[src/rtl/back_rom_client.sv]
// Background ROM client: camera-scrolled display fetch on port A and a
// three-state collision query engine on port B, sharing one clock.
module back_rom_client #(
  parameter int          ADDR_W      = 18,
  parameter int          SCALE_SHIFT = 1,
  parameter logic [3:0]  BLOCK_IDX   = 4'hF
) (
  input  logic              vga_clk,
  input  logic              reset,
  input  logic [9:0]        drawX,
  input  logic [9:0]        drawY,
  input  logic              de,
  input  logic              hs,
  input  logic              vs,
  input  logic [8:0]        cam_x_in,
  input  logic [8:0]        cam_y_in,
  output logic [ADDR_W-1:0] rom_address_a,
  input  logic [3:0]        rom_q_a,
  output logic [ADDR_W-1:0] rom_address_b,
  input  logic [3:0]        rom_q_b,
  output logic [3:0]        pix_idx,
  output logic              pix_de,
  output logic              pix_hs,
  output logic              pix_vs,
  input  logic              q_valid,
  input  logic [8:0]        q_x,
  input  logic [8:0]        q_y,
  output logic              q_ready,
  output logic              r_valid,
  output logic [3:0]        r_tile,
  output logic              r_block
);

  typedef enum logic [1:0] {IDLE, READ, RESP} q_state_t;

  logic [8:0] cam_x_reg, cam_y_reg;
  logic       vs_prev_reg;
  logic [8:0] map_x, map_y;
  logic       de_d1_reg, hs_d1_reg, vs_d1_reg;

  q_state_t   state_reg, state_next;
  logic       q_ready_next;
  logic       accept;
  logic       capture;

  // Map coordinates wrap independently in 9 bits; no carry between fields.
  assign map_x = cam_x_reg + 9'(drawX >> SCALE_SHIFT);
  assign map_y = cam_y_reg + 9'(drawY >> SCALE_SHIFT);

  always_ff @(posedge vga_clk) begin
    if (reset) begin
      cam_x_reg     <= '0;
      cam_y_reg     <= '0;
      vs_prev_reg   <= 1'b1;
      rom_address_a <= '0;
      de_d1_reg     <= 1'b0;
      hs_d1_reg     <= 1'b1;
      vs_d1_reg     <= 1'b1;
      pix_idx       <= '0;
      pix_de        <= 1'b0;
      pix_hs        <= 1'b1;
      pix_vs        <= 1'b1;
    end else begin
      vs_prev_reg <= vs;
      // Camera only moves at the start of vertical sync release.
      if (vs && !vs_prev_reg) begin
        cam_x_reg <= cam_x_in;
        cam_y_reg <= cam_y_in;
      end
      rom_address_a <= ADDR_W'({map_y, map_x});
      de_d1_reg     <= de;
      hs_d1_reg     <= hs;
      vs_d1_reg     <= vs;
      pix_idx       <= de_d1_reg ? rom_q_a : 4'h0;
      pix_de        <= de_d1_reg;
      pix_hs        <= hs_d1_reg;
      pix_vs        <= vs_d1_reg;
    end
  end

  always_comb begin
    state_next   = state_reg;
    accept       = 1'b0;
    capture      = 1'b0;
    case (state_reg)
      IDLE: begin
        if (q_valid && q_ready) begin
          accept     = 1'b1;
          state_next = READ;
        end
      end
      READ: begin
        capture    = 1'b1;
        state_next = RESP;
      end
      RESP:    state_next = IDLE;
      default: state_next = IDLE;
    endcase
    q_ready_next = (state_next == IDLE);
  end

  // q_ready is registered so it stays low through the reset cycle.
  always_ff @(posedge vga_clk) begin
    if (reset) begin
      state_reg     <= IDLE;
      q_ready       <= 1'b0;
      rom_address_b <= '0;
      r_tile        <= '0;
      r_block       <= 1'b0;
    end else begin
      state_reg <= state_next;
      q_ready   <= q_ready_next;
      if (accept)
        rom_address_b <= ADDR_W'({q_y, q_x});
      if (capture) begin
        r_tile  <= rom_q_b;
        r_block <= (rom_q_b == BLOCK_IDX);
      end
    end
  end

  assign r_valid = (state_reg == RESP);

endmodule

[config.mk]
export PLATFORM = sky130hd
export DESIGN_NAME = back_rom_client
export DESIGN_NICKNAME = d
export VERILOG_FILES = /design/src/rtl/back_rom_client.sv
export SDC_FILE = /design/constraint.sdc
export NUM_CORES = 1
export LEC_CHECK = 0
export ABC_AREA = 1
export BUFFER_PORTS_ARGS = -buffer_cell sky130_fd_sc_hd__buf_4
export CAP_MARGIN = 30
export CORE_MARGIN = 5
export CORE_UTILIZATION = 45
export CTS_BUF_LIST = sky130_fd_sc_hd__clkbuf_4
export CTS_CLUSTER_SIZE = 28
export DETAILED_ROUTE_END_ITERATION = 10
export PLACE_DENSITY = 0.76
export SYNTH_ARGS = -nofsm -noshare
export SYNTH_HDL_FRONTEND = slang
export SYNTH_SLANG_ARGS = --single-unit
[constraint.sdc]
create_clock -name vga_clk -period 1.55 [get_ports vga_clk]
set_clock_uncertainty 0.15 [all_clocks]
set_input_delay 0.31 -clock vga_clk [delete_from_list [all_inputs] [get_ports vga_clk]]
set_output_delay 0.31 -clock vga_clk [all_outputs]
set_load 0.01 [all_outputs]
# ---- Yosys cells after proc, flatten, opt, wreduce, memory -nomap -nowiden
# Cells that the tools add are included.
dict set report word_totals {
  register_bits 72
  inputBits 70
  output_inout_bits 50
  wordCells 32
}
dict set report classes {
  n_addsub 2
  n_eq_ne 3
  mux 5
  n_bitwise 1
  n_reduce_logical 6
}
# op n
set op_table {}
lappend op_table {{9-bit adder} 2}
lappend op_table {{4-bit equality test (second input constant)} 1}
lappend op_table {{2-bit logical NOT} 2}
lappend op_table {{2-bit one-hot mux with 2 select lines} 1}
lappend op_table {{1-bit two-way mux} 3}
lappend op_table {{2-bit by 1-bit equality test with 1-bit output (second input constant)} 1}
lappend op_table {{2-bit equality test (second input constant)} 1}
lappend op_table {{1-bit logical AND} 2}
lappend op_table {{2-bit two-way mux} 1}
lappend op_table {{2-bit OR reduction} 1}
lappend op_table {{1-bit logical NOT} 1}
lappend op_table {{1-bit NOT} 1}

# ---- Depth between registers and ports, before layout
dict set report logic_depth {
  depth_word 4
  depth_mapped 8
  mapped_depth_nobuf 8
}

# ---- Least setup slack after synthesis
# Ideal clock, no wire load.
dict set report synth_path {
  kind {in2reg}
  startpoint {in drawX[1]}
  endpoint {reg rom_address_a[4]}
  setup_ns 0.113
  arrival_ns 1.300
  t_required_ns 1.287
  path_slack_ns -0.013
  cell_stages 7
  n_path_buf 0
  path_cell_list {ha_1 fa_1 nand2_1 nand2_1 and2_1 nor2_1 nor2_1}
}
dict set report synth_via {
  elab_chain_len 1
}
# element line_no
set synth_lines {}
lappend synth_lines {{start: declaration} 10} ;# input logic [9:0] drawX,
lappend synth_lines {{9-bit adder} 47} ;# assign map_x = cam_x_reg + 9'(drawX >> SCALE_SHIFT);
lappend synth_lines {{end signal: assignment} 70} ;# rom_address_a <= ADDR_W'({map_y, map_x});
lappend synth_lines {{end: declaration} 17} ;# output logic [ADDR_W-1:0] rom_address_a,
# Every way passes these cells.
# A chain may end at the register's enable or synchronous reset.

# ---- Final worst setup path
dict set report layout_path {
  startpoint {reg cam_x_reg[0]}
  endpoint {reg rom_address_a[4]}
}
dict set report layout_via {
  elab_chain_len 1
}
# element line_no
set layout_lines {}
lappend layout_lines {{start: declaration} 36} ;# logic [8:0] cam_x_reg, cam_y_reg;
lappend layout_lines {{start signal: assignment} 67} ;# cam_x_reg <= cam_x_in;
lappend layout_lines {{9-bit adder} 47}
# Every way passes these cells.

==> run_summary.xml <==
<?xml version="1.0" encoding="UTF-8"?>
<metrics>
  <group name="worst_setup_path">
    <metric name="cp.arrival" unit="ps">1740</metric>
    <metric name="timing.critical_path.required" unit="ps">1750</metric>
    <metric name="reg2reg_from" unit="">cam_x_reg[0]$_SDFFE_PP0P_</metric>
    <metric name="timing.reg2reg.worst_path_depth" unit="">8</metric>
    <metric name="setup.worst_path.start_class" unit="">flop</metric>
    <metric name="worst-r2r-setup-slack" unit="ps">10</metric>
    <metric name="critical-path-max-stage-delay" unit="ps">350</metric>
    <metric name="worstPathCellList" unit="">ha_4 -&gt; fa_2 -&gt; nand2_2 -&gt; nand2_2 -&gt; and2_4 -&gt; nand2_1 -&gt; nand2_1 -&gt; nor2_1</metric>
    <metric name="r2r_end" unit="">rom_address_a[4]$_SDFF_PP0_</metric>
    <metric name="worstPathMaxFanout" unit="">3</metric>
    <metric name="critical-path-slowest-cell" unit="">sky130_fd_sc_hd__dfxtp_2</metric>
    <metric name="critPathKind" unit="">reg -&gt; reg</metric>
    <metric name="cp-end-kind" unit="">flop</metric>
  </group>
  <group name="yosys">
    <metric name="postSynthRegisterBits" unit="">72</metric>
    <metric name="postSynth.asyncResetShare" unit="%">0</metric>
    <metric name="synth_edf_count" unit="">0</metric>
    <metric name="postSynthAreaPerCell" unit="um^2">7.638</metric>
    <metric name="netlist_instances" unit="">401</metric>
    <metric name="post-synth-top-area-cell" unit="">sky130_fd_sc_hd__dfxtp_1</metric>
    <metric name="synthesis.nets" unit="">489</metric>
    <metric name="top_area_cell_type_share_of_the_netlist_area" unit="%">47.06</metric>
    <metric name="yosys_warnings" unit="">0</metric>
    <metric name="mappedNetlistArea" unit="um^2">3063</metric>
    <metric name="synth_sequential_area_ratio" unit="%">47.06</metric>
    <metric name="synth_area_leaders" unit="">sky130_fd_sc_hd__dfxtp_1, sky130_fd_sc_hd__nor2_1, sky130_fd_sc_hd__nand2_1</metric>
    <metric name="synthDistinctLibCells" unit="">24</metric>
    <metric name="ys_dominant_reg_cell" unit="">sky130_fd_sc_hd__dfxtp_1</metric>
  </group>
  <group name="timing">
    <metric name="worst_slew_pin_slew" unit="ps">353.4</metric>
    <metric name="hold_slack" unit="ps">30.04</metric>
    <metric name="timing.final.setup_violations" unit="">0</metric>
    <metric name="max_clock_freq" unit="GHz">0.6507</metric>
    <metric name="timing_hold_violations_final" unit="">0</metric>
    <metric name="max-slew-margin-rel" unit="%">76.41</metric>
    <metric name="fin_crit_sh" unit="%">99.15</metric>
    <metric name="rsz0062_at_grt" unit="">yes</metric>
    <metric name="drv_slew" unit="">0</metric>
    <metric name="finalWorstPathRequiredPeriod" unit="ps">1537</metric>
    <metric name="final.setup.tns" unit="ps">0</metric>
  </group>
  <group name="cells_and_area">
    <metric name="layout.cells.most_common_list" unit="">sky130_fd_sc_hd__buf_4, sky130_fd_sc_hd__nor2_1, sky130_fd_sc_hd__dfxtp_1</metric>
    <metric name="most_common_cell_after_layout_fill_and_taps_aside" unit="">sky130_fd_sc_hd__buf_4</metric>
    <metric name="area_growth" unit="%">52.00</metric>
    <metric name="fill_cells" unit="">531</metric>
    <metric name="top_regs" unit="">rom_address_a x18, rom_address_b x18</metric>
    <metric name="antenna_cells_inserted" unit="">0</metric>
    <metric name="final_layout_size_suffix_gt1_share" unit="%">32.10</metric>
    <metric name="finish.net_count" unit="">650</metric>
  </group>
  <group name="detailed_routing">
    <metric name="drc_errors" unit="">0</metric>
    <metric name="route.detailed.wl_per_inst" unit="um">12.92</metric>
    <metric name="drt-vias-per-instance" unit="">4.702</metric>
    <metric name="route.antenna.remaining_nets" unit="">0</metric>
    <metric name="detail_route.iter0.violations" unit="">65</metric>
    <metric name="router_iterations_before_antenna_repair" unit="">7</metric>
    <metric name="drt_wl_total" unit="um">8360</metric>
    <metric name="num_vias" unit="">3042</metric>
  </group>
  <group name="clock_tree">
    <metric name="cts_max_path_buffers" unit="">2</metric>
    <metric name="ctsHtreeMaxLevel" unit="">3</metric>
    <metric name="cts.sinks" unit="">72</metric>
    <metric name="clockRootBuffer" unit="">sky130_fd_sc_hd__clkbuf_4</metric>
    <metric name="clk-insertion-delay-late" unit="ps">400</metric>
    <metric name="numCtsBuffers" unit="">9</metric>
    <metric name="tritoncts" unit="">built</metric>
    <metric name="clk_pin_slew" unit="ps">130</metric>
  </group>
  <group name="power_and_ir_drop">
    <metric name="report.power.total" unit="W">0.003916</metric>
    <metric name="power_switching_share" unit="%">29.37</metric>
    <metric name="p_int" unit="W">0.002766</metric>
    <metric name="power.share.sequential" unit="%">52.0</metric>
    <metric name="switchingPower" unit="W">0.001150</metric>
    <metric name="p_clk_share" unit="%">25.7</metric>
    <metric name="leakagePower" unit="nW">2.258</metric>
    <metric name="vdd.ir_drop.worst" unit="uV">780.2</metric>
    <metric name="power_density" unit="nW/um^2">841.1</metric>
    <metric name="p_comb_share" unit="%">22.3</metric>
  </group>
  <group name="worst_hold_path">
    <metric name="hp-class" unit="">in -&gt; reg</metric>
    <metric name="worst_hold_path_stage_count" unit="">3</metric>
    <metric name="whs_endpoint" unit="">rom_address_b[2]$_SDFFE_PP0P_</metric>
    <metric name="launch_instance_of_the_worst_min_delay_path" unit="">q_x[2]</metric>
  </group>
  <group name="placement">
    <metric name="hpwl" unit="um">5597</metric>
    <metric name="gpl.final_weighted_congestion" unit="">0.8275</metric>
    <metric name="buffer_ports.inserted" unit="">117</metric>
  </group>
  <group name="die">
    <metric name="floorplan.rows" unit="">30</metric>
    <metric name="floorplan.core_area" unit="um^2">6719</metric>
    <metric name="design.portCount" unit="">120</metric>
    <metric name="die_area" unit="um^2">8556</metric>
    <metric name="floorplan.die.width" unit="um">92.50</metric>
    <metric name="die_height" unit="um">92.50</metric>
    <metric name="starting_density_of_the_core" unit="%">45.59</metric>
  </group>
  <group name="flow_run">
    <metric name="max-cap-violations" unit="">0</metric>
  </group>
  <group name="outcome">
    <metric name="outcome" unit="">complete, no violations</metric>
  </group>
  <group name="global_route">
    <metric name="grt_pass1_wl" unit="um">13070</metric>
    <metric name="grtUsageTotal" unit="%">19.20</metric>
    <metric name="number_of_global_route_vias_before_repair" unit="">2900</metric>
    <metric name="grt_antenna_before_repair" unit="">0</metric>
    <metric name="aggregate_global_routing_overflow" unit="">0</metric>
    <metric name="grt_start_max_net_pins" unit="">39</metric>
  </group>
</metrics>
==> routing by layer <==
metal,GRT usage (%),part of all wire (%)
met5,0,0
met4,7.550,1.3
met3,6.255,6.0
met2,33.78,52
met1,21.32,40
==> cells by family (layout without fill, tap and decap cells) <==
group / after synthesis / after routing / synth area share, %
and+or+nand+nor: 211 / 211 / 29.25
DFF: 72 / 72 / 47.06
AOI/OAI and AO/OA: 49 / 49 / 8.007
buffers and inverters: 49 / 215 / 7.271
adders and majority gates: 18 / 18 / 7.843
xor gates and xnor gates: 2 / 2 / 0.5720
==> power groups by stage <==
stage	clock network, W	registers, W	logic, W
after floorplan	0	0.00211	0.000355
after global placement	0	0.00207	0.000736
after detailed placement	0	0.00207	0.000752
after CTS	0.00105	0.00203	0.000836
after global routing	0.00114	0.00205	0.000974
final	0.00101	0.00204	0.000875
==> critical path, delay by kind of cell, from the launching register on <==
family                     cells  cell delay (ps)
adders and majority gates      2              510
and+or+nand+nor                6              490
DFF                            1              350
==> per-stage QoR <==
| step | instances | utilization [%] | cell area, um^2 | worst slack [ps] |
|---|---|---|---|---|
| floorplan | 401 | - | 3068 | 28.33 |
| global placement | 593 | 59.87 | 4023 | -153.7 |
| detailed placement | 593 | 59.87 | 4023 | -171.9 |
| CTS | 646 | 67.52 | 4537 | -21.18 |
| global route | 647 | 69.29 | 4656 | -69.33 |
| finish | 647 | 69.29 | 4656 | 13.21 |
==> worst max-delay path by stage <==
stage	depth (start not counted)	endpoint	slack (ps)	startpoint
5_1_grt	8	rom_address_a[15]$_SDFF_PP0_	-70	cam_y_reg[0]$_SDFFE_PP0P_
3_5_place_dp	8	rom_address_a[4]$_SDFF_PP0_	-170	drawX[1]
4_1_cts	8	rom_address_a[4]$_SDFF_PP0_	-20	cam_x_reg[0]$_SDFFE_PP0P_
3_3_place_gp	9	rom_address_a[17]$_SDFF_PP0_	-150	drawY[1]
2_1_floorplan	7	rom_address_a[4]$_SDFF_PP0_	30	drawX[1]
6_report	8	rom_address_a[4]$_SDFF_PP0_	10	cam_x_reg[0]$_SDFFE_PP0P_
==> layout make-up <==
type,instances,area (um^2),area share (%)
Multi-Input combinational cell,280,1530,32.87
Sequential cell,72,1446,31.07
Inverter,37,146.4,3.144
Clock inverter,7,48.80,1.048
Tap cell,80,100.1,2.150
Clock buffer,9,67.56,1.451
Timing Repair Buffer,162,1316,28.27
==> cell usage after synthesis (2+ instances only) <==
master,instances
sky130_fd_sc_hd__nor2_1,103
sky130_fd_sc_hd__dfxtp_1,72
sky130_fd_sc_hd__nand2_1,63
sky130_fd_sc_hd__o21ai_0,37
sky130_fd_sc_hd__inv_1,35
sky130_fd_sc_hd__nand3_1,18
sky130_fd_sc_hd__ha_1,16
sky130_fd_sc_hd__a21oi_1,12
sky130_fd_sc_hd__nor2_2,10
sky130_fd_sc_hd__clkbuf_1,6
sky130_fd_sc_hd__and2_1,4
sky130_fd_sc_hd__nand3b_1,4
sky130_fd_sc_hd__or2_2,4
sky130_fd_sc_hd__buf_2,3
sky130_fd_sc_hd__or2_1,3
sky130_fd_sc_hd__fa_1,2
sky130_fd_sc_hd__xnor2_1,2
==> repair_timing <==
action                     4_1_cts  5_1_grt
pin swaps                        4        3
gates cloned                     0        0
hold endpoints to repair        35        1
setup buffers                    1        0
hold buffers                    36        1
gates resized for setup         10       16
setup endpoints to repair        6       33
Note: power is estimated with default switching activity, not from simulation.
